===== src/rtl/spi_frame_ctrl_if.sv =====
// spi_frame_ctrl_if: groups the frame request/result handshake and the four
// slave-port wires of the SPI frame sequencer.
//   START    frame request (system -> sequencer)
//   TX_DATA  byte to send on MOSI (system -> sequencer)
//   MISO     serial data from the shift-register slave
//   SCLK     serial clock to the slave, idles low
//   MOSI     serial data to the slave, MSB first
//   LOAD     slave load/latch strobe, active high
//   BUSY     frame in progress
//   DONE     one-cycle frame-complete pulse
//   RX_DATA  byte received on MISO, held until the next DONE
// Modports: master = system/bench side, slave = the sequencer itself.
interface spi_frame_ctrl_if;
    logic       START;
    logic [7:0] TX_DATA;
    logic       MISO;
    logic       SCLK;
    logic       MOSI;
    logic       LOAD;
    logic       BUSY;
    logic       DONE;
    logic [7:0] RX_DATA;

    modport master (
        output START, TX_DATA, MISO,
        input  SCLK, MOSI, LOAD, BUSY, DONE, RX_DATA
    );

    modport slave (
        input  START, TX_DATA, MISO,
        output SCLK, MOSI, LOAD, BUSY, DONE, RX_DATA
    );
endinterface


===== src/rtl/spi_frame_ctrl.sv =====
// spi_frame_ctrl: master-side sequencer for an 8-bit LOAD/SCLK/MOSI/MISO
// shift-register slave. One accepted START produces a leading LOAD pulse,
// eight SCLK pulses exchanging one byte MSB first, a trailing LOAD pulse and
// a one-cycle DONE carrying the received byte on RX_DATA.
// Parameters: DIV (1..255) = SCLK half-period and LOAD pulse width in clk cycles.
// Ports: clk, rst (async, active high), bus (spi_frame_ctrl_if.slave).
// Optional feature: define SPI_FRAME_CTRL_LOOPBACK_EN to feed the block's own
// MOSI into the receive shifter instead of MISO (MISO is then ignored).
module spi_frame_ctrl #(
    parameter int unsigned DIV = 4
) (
    input  logic             clk,
    input  logic             rst,
    spi_frame_ctrl_if.slave  bus
);

    localparam int unsigned CNT_W = 8;
    localparam int unsigned BIT_W = 3;
    localparam logic [CNT_W-1:0] CNT_LAST = CNT_W'(DIV - 1);
    localparam logic [BIT_W-1:0] BIT_LAST = BIT_W'(7);

    typedef enum logic [2:0] {
        S_IDLE,
        S_LEAD,
        S_LOW,
        S_HIGH,
        S_TAIL,
        S_DONE
    } state_t;

    state_t           state;
    logic [CNT_W-1:0] cnt;
    logic [BIT_W-1:0] bit_cnt;
    logic [7:0]       tx_sh;
    logic [7:0]       rx_sh;
    logic             last_c;
    logic             sample_c;

    // Final cycle of the current DIV-long phase.
    assign last_c = (cnt == CNT_LAST);

    // Receive source: own registered MOSI in loopback, else the slave's MISO.
`ifdef SPI_FRAME_CTRL_LOOPBACK_EN
    assign sample_c = bus.MOSI;
`else
    assign sample_c = bus.MISO;
`endif

    // Frame sequencer; every output is set on the edge that enters the state
    // it belongs to, so all outputs come straight from flops.
    always_ff @(posedge clk or posedge rst) begin
        if (rst) begin
            state       <= S_IDLE;
            cnt         <= '0;
            bit_cnt     <= '0;
            tx_sh       <= '0;
            rx_sh       <= '0;
            bus.SCLK    <= 1'b0;
            bus.LOAD    <= 1'b0;
            bus.MOSI    <= 1'b0;
            bus.BUSY    <= 1'b0;
            bus.DONE    <= 1'b0;
            bus.RX_DATA <= '0;
        end else begin
            case (state)
                S_IDLE: begin
                    if (bus.START) begin
                        state    <= S_LEAD;
                        tx_sh    <= bus.TX_DATA;
                        cnt      <= '0;
                        bit_cnt  <= '0;
                        bus.LOAD <= 1'b1;
                        bus.BUSY <= 1'b1;
                    end
                end
                S_LEAD: begin
                    if (last_c) begin
                        state    <= S_LOW;
                        cnt      <= '0;
                        bus.LOAD <= 1'b0;
                        bus.MOSI <= tx_sh[7];
                    end else begin
                        cnt <= cnt + CNT_W'(1);
                    end
                end
                S_LOW: begin
                    if (last_c) begin
                        state    <= S_HIGH;
                        cnt      <= '0;
                        bus.SCLK <= 1'b1;
                    end else begin
                        cnt <= cnt + CNT_W'(1);
                    end
                end
                S_HIGH: begin
                    if (last_c) begin
                        // Sample before the falling edge on which the slave shifts.
                        cnt      <= '0;
                        bus.SCLK <= 1'b0;
                        rx_sh    <= {rx_sh[6:0], sample_c};
                        if (bit_cnt == BIT_LAST) begin
                            state    <= S_TAIL;
                            bus.LOAD <= 1'b1;
                        end else begin
                            // Next bit goes out on the same edge that drops SCLK.
                            state    <= S_LOW;
                            tx_sh    <= {tx_sh[6:0], 1'b0};
                            bus.MOSI <= tx_sh[6];
                            bit_cnt  <= bit_cnt + BIT_W'(1);
                        end
                    end else begin
                        cnt <= cnt + CNT_W'(1);
                    end
                end
                S_TAIL: begin
                    if (last_c) begin
                        state       <= S_DONE;
                        cnt         <= '0;
                        bus.LOAD    <= 1'b0;
                        bus.DONE    <= 1'b1;
                        bus.RX_DATA <= rx_sh;
                    end else begin
                        cnt <= cnt + CNT_W'(1);
                    end
                end
                S_DONE: begin
                    // START is not looked at here, so it cannot be queued.
                    state    <= S_IDLE;
                    bus.DONE <= 1'b0;
                    bus.BUSY <= 1'b0;
                end
                default: begin
                    state <= S_IDLE;
                end
            endcase
        end
    end

endmodule


===== src/flat_wrapper.sv =====
// flat-port wrapper written by rule: the top's interface ports become plain ports
module spi_frame_ctrl_flat 
#(
    parameter int unsigned DIV = 4
)
  (clk, rst, bus_START, bus_TX_DATA, bus_MISO, bus_SCLK, bus_MOSI, bus_LOAD, bus_BUSY, bus_DONE, bus_RX_DATA);
  spi_frame_ctrl_if bus_i ();
  input  logic clk;
  input  logic rst;
  input wire logic [$bits(bus_i.START)-1:0] bus_START;
  input wire logic [$bits(bus_i.TX_DATA)-1:0] bus_TX_DATA;
  input wire logic [$bits(bus_i.MISO)-1:0] bus_MISO;
  output wire logic [$bits(bus_i.SCLK)-1:0] bus_SCLK;
  output wire logic [$bits(bus_i.MOSI)-1:0] bus_MOSI;
  output wire logic [$bits(bus_i.LOAD)-1:0] bus_LOAD;
  output wire logic [$bits(bus_i.BUSY)-1:0] bus_BUSY;
  output wire logic [$bits(bus_i.DONE)-1:0] bus_DONE;
  output wire logic [$bits(bus_i.RX_DATA)-1:0] bus_RX_DATA;
  assign bus_i.START = bus_START;
  assign bus_i.TX_DATA = bus_TX_DATA;
  assign bus_i.MISO = bus_MISO;
  assign bus_SCLK = bus_i.SCLK;
  assign bus_MOSI = bus_i.MOSI;
  assign bus_LOAD = bus_i.LOAD;
  assign bus_BUSY = bus_i.BUSY;
  assign bus_DONE = bus_i.DONE;
  assign bus_RX_DATA = bus_i.RX_DATA;
  spi_frame_ctrl #(.DIV(DIV)) u_core (.clk(clk), .rst(rst), .bus(bus_i));
endmodule

===== config.mk =====
export PLATFORM = sky130hd
export DESIGN_NAME = spi_frame_ctrl_flat
export DESIGN_NICKNAME = d
export VERILOG_FILES = /design/src/rtl/spi_frame_ctrl_if.sv /design/src/rtl/spi_frame_ctrl.sv /design/src/flat_wrapper.sv
export SDC_FILE = /design/constraint.sdc
export NUM_CORES = 1
export LEC_CHECK = 0
export BUFFER_PORTS_ARGS = -buffer_cell sky130_fd_sc_hd__buf_2
export CORE_UTILIZATION = 35
export DETAILED_ROUTE_END_ITERATION = 7
export PLACE_DENSITY = 0.53
export SKIP_CTS_REPAIR_TIMING = 1
export SLEW_MARGIN = 20
export SYNTH_ARGS = -nofsm -noshare
export SYNTH_HDL_FRONTEND = slang
export SYNTH_SLANG_ARGS = --single-unit

===== constraint.sdc =====
create_clock -name clk -period 1.82 [get_ports clk]
set_input_delay 0.182 -clock clk [delete_from_list [all_inputs] [get_ports clk]]
set_output_delay 0.182 -clock clk [all_outputs]
set_load 0.01 [all_outputs]

Yosys cells after proc, flatten, opt, wreduce, memory -nomap -nowiden:

Cells that the tools add are included.

* output and inout port bits: 13
* memory bits (read-only): 0
* latch bits: 0
* RAM bits: 0
* memories: 0
* register bits after elaboration: 43

* divide/modulo/power cells: 0
* mux-type cells: 31
* shift-type cells: 0
* order comparisons: 0
* reduce and logical (&&, ||, !) cells: 20
* equality and inequality tests: 15
* add/subtract/negate cells: 2
* multipliers: 0
* bitwise logic cells: 0

Operators by type and width (count)
* 2-to-1 mux 8 bit: 5
* case mux 8 bit (2 select lines): 2
* 2-to-1 mux 3 bit: 9
* case mux 3 bit (5 select lines): 1
* inequality test 2 x 1 -> 1 bit, second input constant: 6
* nonzero test 2 bit: 6
* AND reduction 2 bit: 5
* AND reduction 5 bit: 2
* equality test 3 bit, second input constant: 3
* adder 8 x 1 -> 8 bit, second input constant: 1
* equality test 8 x 2 -> 1 bit, second input constant: 1
* 2-to-1 mux 1 bit: 8
* case mux 1 bit (2 select lines): 4
* AND reduction 4 bit: 2
* equality test 3 x 2 -> 1 bit, second input constant: 2
* case mux 3 bit (2 select lines): 1
* inequality test 2 bit, second input constant: 2
* OR reduction 4 bit: 1
* adder 3 x 1 -> 3 bit, second input constant: 1
* equality test 3 x 1 -> 1 bit, second input constant: 1
* zero test 3 bit: 1
* case mux 1 bit (3 select lines): 1
* AND reduction 3 bit: 1
* nonzero test 3 bit: 1
* OR reduction 2 bit: 1

Longest topological paths before layout:

* word-level depth: 4
* mapped depth: 6
* mapped depth without buffers: 6

Worst setup path before layout:

Ideal clock, no wire load.

* path kind: reg-to-reg
* start point: register u_core.cnt[0]
* end point: register u_core.tx_sh[1]
* clock period less this slack: 1878 ps
* stages on the path, launching flop included: 6
* path buffers: 0
* setup slack: -58 ps
* arrival time: 1753 ps
* path through: dfrtp_1 ha_1 nor4b_4 nand2_4 a21oi_4 mux2_2

* word-level cells in the longest chain between the ends: 3

Ends and longest elaborated chain
* start, declared: line spi_frame_ctrl.sv:32 `logic [CNT_W-1:0] cnt;`
* start signal, assigned: line spi_frame_ctrl.sv:83 `cnt <= cnt + CNT_W'(1);`
* start signal, assigned: line spi_frame_ctrl.sv:92 `cnt <= cnt + CNT_W'(1);`
* start signal, assigned: line spi_frame_ctrl.sv:112 `cnt <= cnt + CNT_W'(1);`
* equality test 8 x 2 -> 1 bit: line spi_frame_ctrl.sv:40 `assign last_c = (cnt == CNT_LAST);`
* inequality test 2 x 1 -> 1 bit (no source line)
* AND reduction 4 bit (no source line)
* end signal, assigned: line spi_frame_ctrl.sv:69 `tx_sh <= bus.TX_DATA;`
* end signal, assigned: line spi_frame_ctrl.sv:107 `tx_sh <= {tx_sh[6:0], 1'b0};`
* end, declared: line spi_frame_ctrl.sv:34 `logic [7:0] tx_sh;`

No other way between the ends.
A chain may end at the register's enable or synchronous reset.

Final worst setup path:

* start point: register u_core.bit_cnt[1]
* end point: register u_core.tx_sh[3]

* word-level cells in the longest chain between the ends: 3

Ends and longest elaborated chain
* start, declared: line spi_frame_ctrl.sv:33 `logic [BIT_W-1:0] bit_cnt;`
* start signal, assigned: line spi_frame_ctrl.sv:109 `bit_cnt <= bit_cnt + BIT_W'(1);`
* equality test 3 bit: line spi_frame_ctrl.sv:101 `if (bit_cnt == BIT_LAST) begin`
* inequality test 2 bit (no source line)
* AND reduction 4 bit (no source line)

No other way between the ends.

==> impl_metrics.json <==
{
  "area_growth_pct": 27.9,
  "switching_power_mw": 0.336,
  "seqPwrFrac_pct": 60.9,
  "cp-startpoint": "u_core.bit_cnt[1]",
  "arrival_ns": 2.00,
  "diodes": 0,
  "pwr-share-comb_pct": 3.5,
  "power.density_nw_per_um2": 597,
  "rsz0062_at_grt": "true",
  "ys_seq_area_share_pct": 51.5,
  "max_slew.worst_pin.slew_ns": 0.538,
  "coreArea_um2": 5640,
  "post-dp-hpwl_mm": 3.04,
  "cts.path.max_buffers": 2,
  "io_pins": 25,
  "grt_pass1_vias": 1493,
  "ys_warn_count": 0,
  "die_h_um": 79.3,
  "synthFlopType": "dfrtp_1",
  "die_w_um": 79.3,
  "p_sw_share_pct": 21.0,
  "gp_congestion": 0.806,
  "via_per_inst": 5.16,
  "worstSetupPathType": "register to register",
  "clkPwrFrac_pct": 35.6,
  "grt_usage_pct": 14.4,
  "insertion_delay_ns": 0.29,
  "hold_path_class": "input pin to asynchronous set/reset pin",
  "drc": 0,
  "wl_per_cell_um": 14.8,
  "cp-end-kind": "register",
  "hold_viol_final": 0,
  "startpoint_type": "register",
  "syn_nets": 184,
  "grt_max_degree": 44,
  "synthesis.area_um2": 2090,
  "p_leak_nw": 1.22,
  "ir_drop_mv": 0.371,
  "fin_tns_setup_ns": -0.0140,
  "antenna_found_initial": 0,
  "max-cap-violations": 0,
  "slew_viol_final": 0,
  "wl_mm": 4.35,
  "synth.area.top_cells": "dfrtp_1 51%, mux2_2 17%, nand3_1 1.9%",
  "drive_above_1_share_pct": 46.8,
  "synthCells": 169,
  "violations": "setup timing",
  "required_ns": 1.99,
  "final_nets": 236,
  "whs_ns": 0.0216,
  "die-area_um2": 6290,
  "yosysUniqueCellTypes": 45,
  "fmax_mhz": 546,
  "p_int_mw": 1.26,
  "synth_top_area_share_pct": 51.5,
  "rows": 27,
  "root_buffer": "clkbuf_8",
  "r2r_start": "u_core.bit_cnt[1]",
  "cts_tree": "yes",
  "avgSynthCellArea_um2": 12.4,
  "fin_ws_ns": -0.0102,
  "port_buffers": 24,
  "cp_max_fo": 7,
  "drt_first_pass_iters": 4,
  "via_count": 1516,
  "finClkSkew_ns": 0.00904,
  "start_util_pct": 37.1,
  "r2r.worst_path.cells": 7,
  "relSlewSlack_pct": 63.8,
  "setup_violations": 2,
  "ant_nets": 0,
  "cts_buffers": 5,
  "status": "finished, violations left",
  "synth-async-reset-ratio_pct": 100,
  "yosys.area.top_type": "dfrtp_1",
  "cts.sinks": 43,
  "period_minus_slack_ns": 1.83,
  "synth-edff-count": 0,
  "ys_ff_latch": 43,
  "htree_num_levels": 2,
  "clkTransAtPathRegs_ns": 0.08,
  "grt-ovfl-total": 0,
  "regToRegSetupSlack_ns": -0.01,
  "drtIter0Drc": 86,
  "fin_crit_sh_pct": 101,
  "grt_first_pass_wirelength_mm": 6.95
}
flip-flops by register name, indices dropped and copies added, names as in the netlist, 3 cells and up:
| name | cells |
|---|---|
| u_core.tx_sh | 8 |
| u_core.rx_sh | 8 |
| u_core.bus.RX_DATA | 8 |
| u_core.bit_cnt | 3 |
| u_core.cnt | 8 |
| u_core.state | 3 |
worst paths after layout:
kind	to
max	u_core.tx_sh[3]
min	u_core.bus.RX_DATA[2]
max reg2reg	u_core.tx_sh[3]
min reg2reg	u_core.bus.DONE
max in group asynchronous	u_core.cnt[0]
min in group clk	u_core.rx_sh[0]
per-layer routing:
layer	GRT usage [%]	vias up	routed length, µm
met4	5.45	0	31
met1	17.6	755	1940
li1	-	727	-
met3	3.45	2	148
met2	24.5	32	2240
met5	0	-	0
kinds of logic after synthesis:
family / share of synthesized area [%]
xor gates and xnor gates: 2.51
and+or+nand+nor: 15.2
adders and majority gates: 1.80
buffers and inverters: 1.91
AOI/OAI and AO/OA: 8.86
DFF: 51.5
muxes: 18.3
through the flow:
stage / area [µm²] / setup WS, ns / std cells / utilization, % / power, mW
final: 2670 / -0.0102 / 294 / 47.4 / 1.60
after global routing: 2670 / -0.0514 / 294 / 47.4 / 1.68
after floorplan: 2090 / -0.0186 / 169 / - / 1.02
after CTS: 2510 / -0.121 / 286 / 44.4 / 1.62
after global placement: 2430 / -0.0408 / 278 / 43.0 / 1.04
after detailed placement: 2430 / -0.0992 / 278 / 43.0 / 1.05
critical path, cell delays in order, from the launching register on:
cell and delay (ns):
dfrtp_1 0.38, ha_2 0.21, ha_4 0.16, nand3b_1 0.15, a21o_1 0.23, a21oi_4 0.15, buf_12 0.14, mux2_4 0.30
layout by cell type (no fill, tap or decap), types with 3 or more instances in the layout:
cell / netlist / layout
xnor2_1: 4 / 4
a21oi_1: 3 / 3
nand3_1: 8 / 8
mux2_2: 32 / 25
buf_2: 5 / 24
clkbuf_8: 0 / 5
dfrtp_1: 43 / 42
buf_4: 0 / 23
inv_1: 4 / 4
nor2_1: 9 / 8
o21ai_0: 8 / 7
nand2_1: 10 / 10
mux2_4: 0 / 7
power groups by stage:
| stage | Combinational, mW | Clock, mW | Sequential [mW] |
|---|---|---|---|
| floorplan | 0.0328 | 0 | 0.989 |
| global placement | 0.0543 | 0 | 0.990 |
| detailed placement | 0.0563 | 0 | 0.990 |
| CTS | 0.0563 | 0.591 | 0.972 |
| global route | 0.0628 | 0.640 | 0.973 |
| finish | 0.0555 | 0.569 | 0.972 |
cell type report:
type,instances,area [µm²]
fill,533,2970
sequential,43,1080
multi-input combinational,118,1080
timing repair buffer,49,333
tap,72,90.1
clock buffer,7,76.3
inverter,4,15.0
clock inverter,1,5.00
synthesized netlist by cell type, types with 2 or more instances:
master and n:
a21oi_1 3, nor2_1 9, buf_2 5, dfrtp_1 43, nand2_1 10, a22o_1 2, o21ai_0 8, nor4_1 2
inv_1 4, nand4_1 2, xor2_1 2, mux2_2 32, xnor2_1 4, ha_1 3, nand3_1 8, a21o_1 2
or3_1 2
Note: power is estimated with default switching activity, not from simulation.
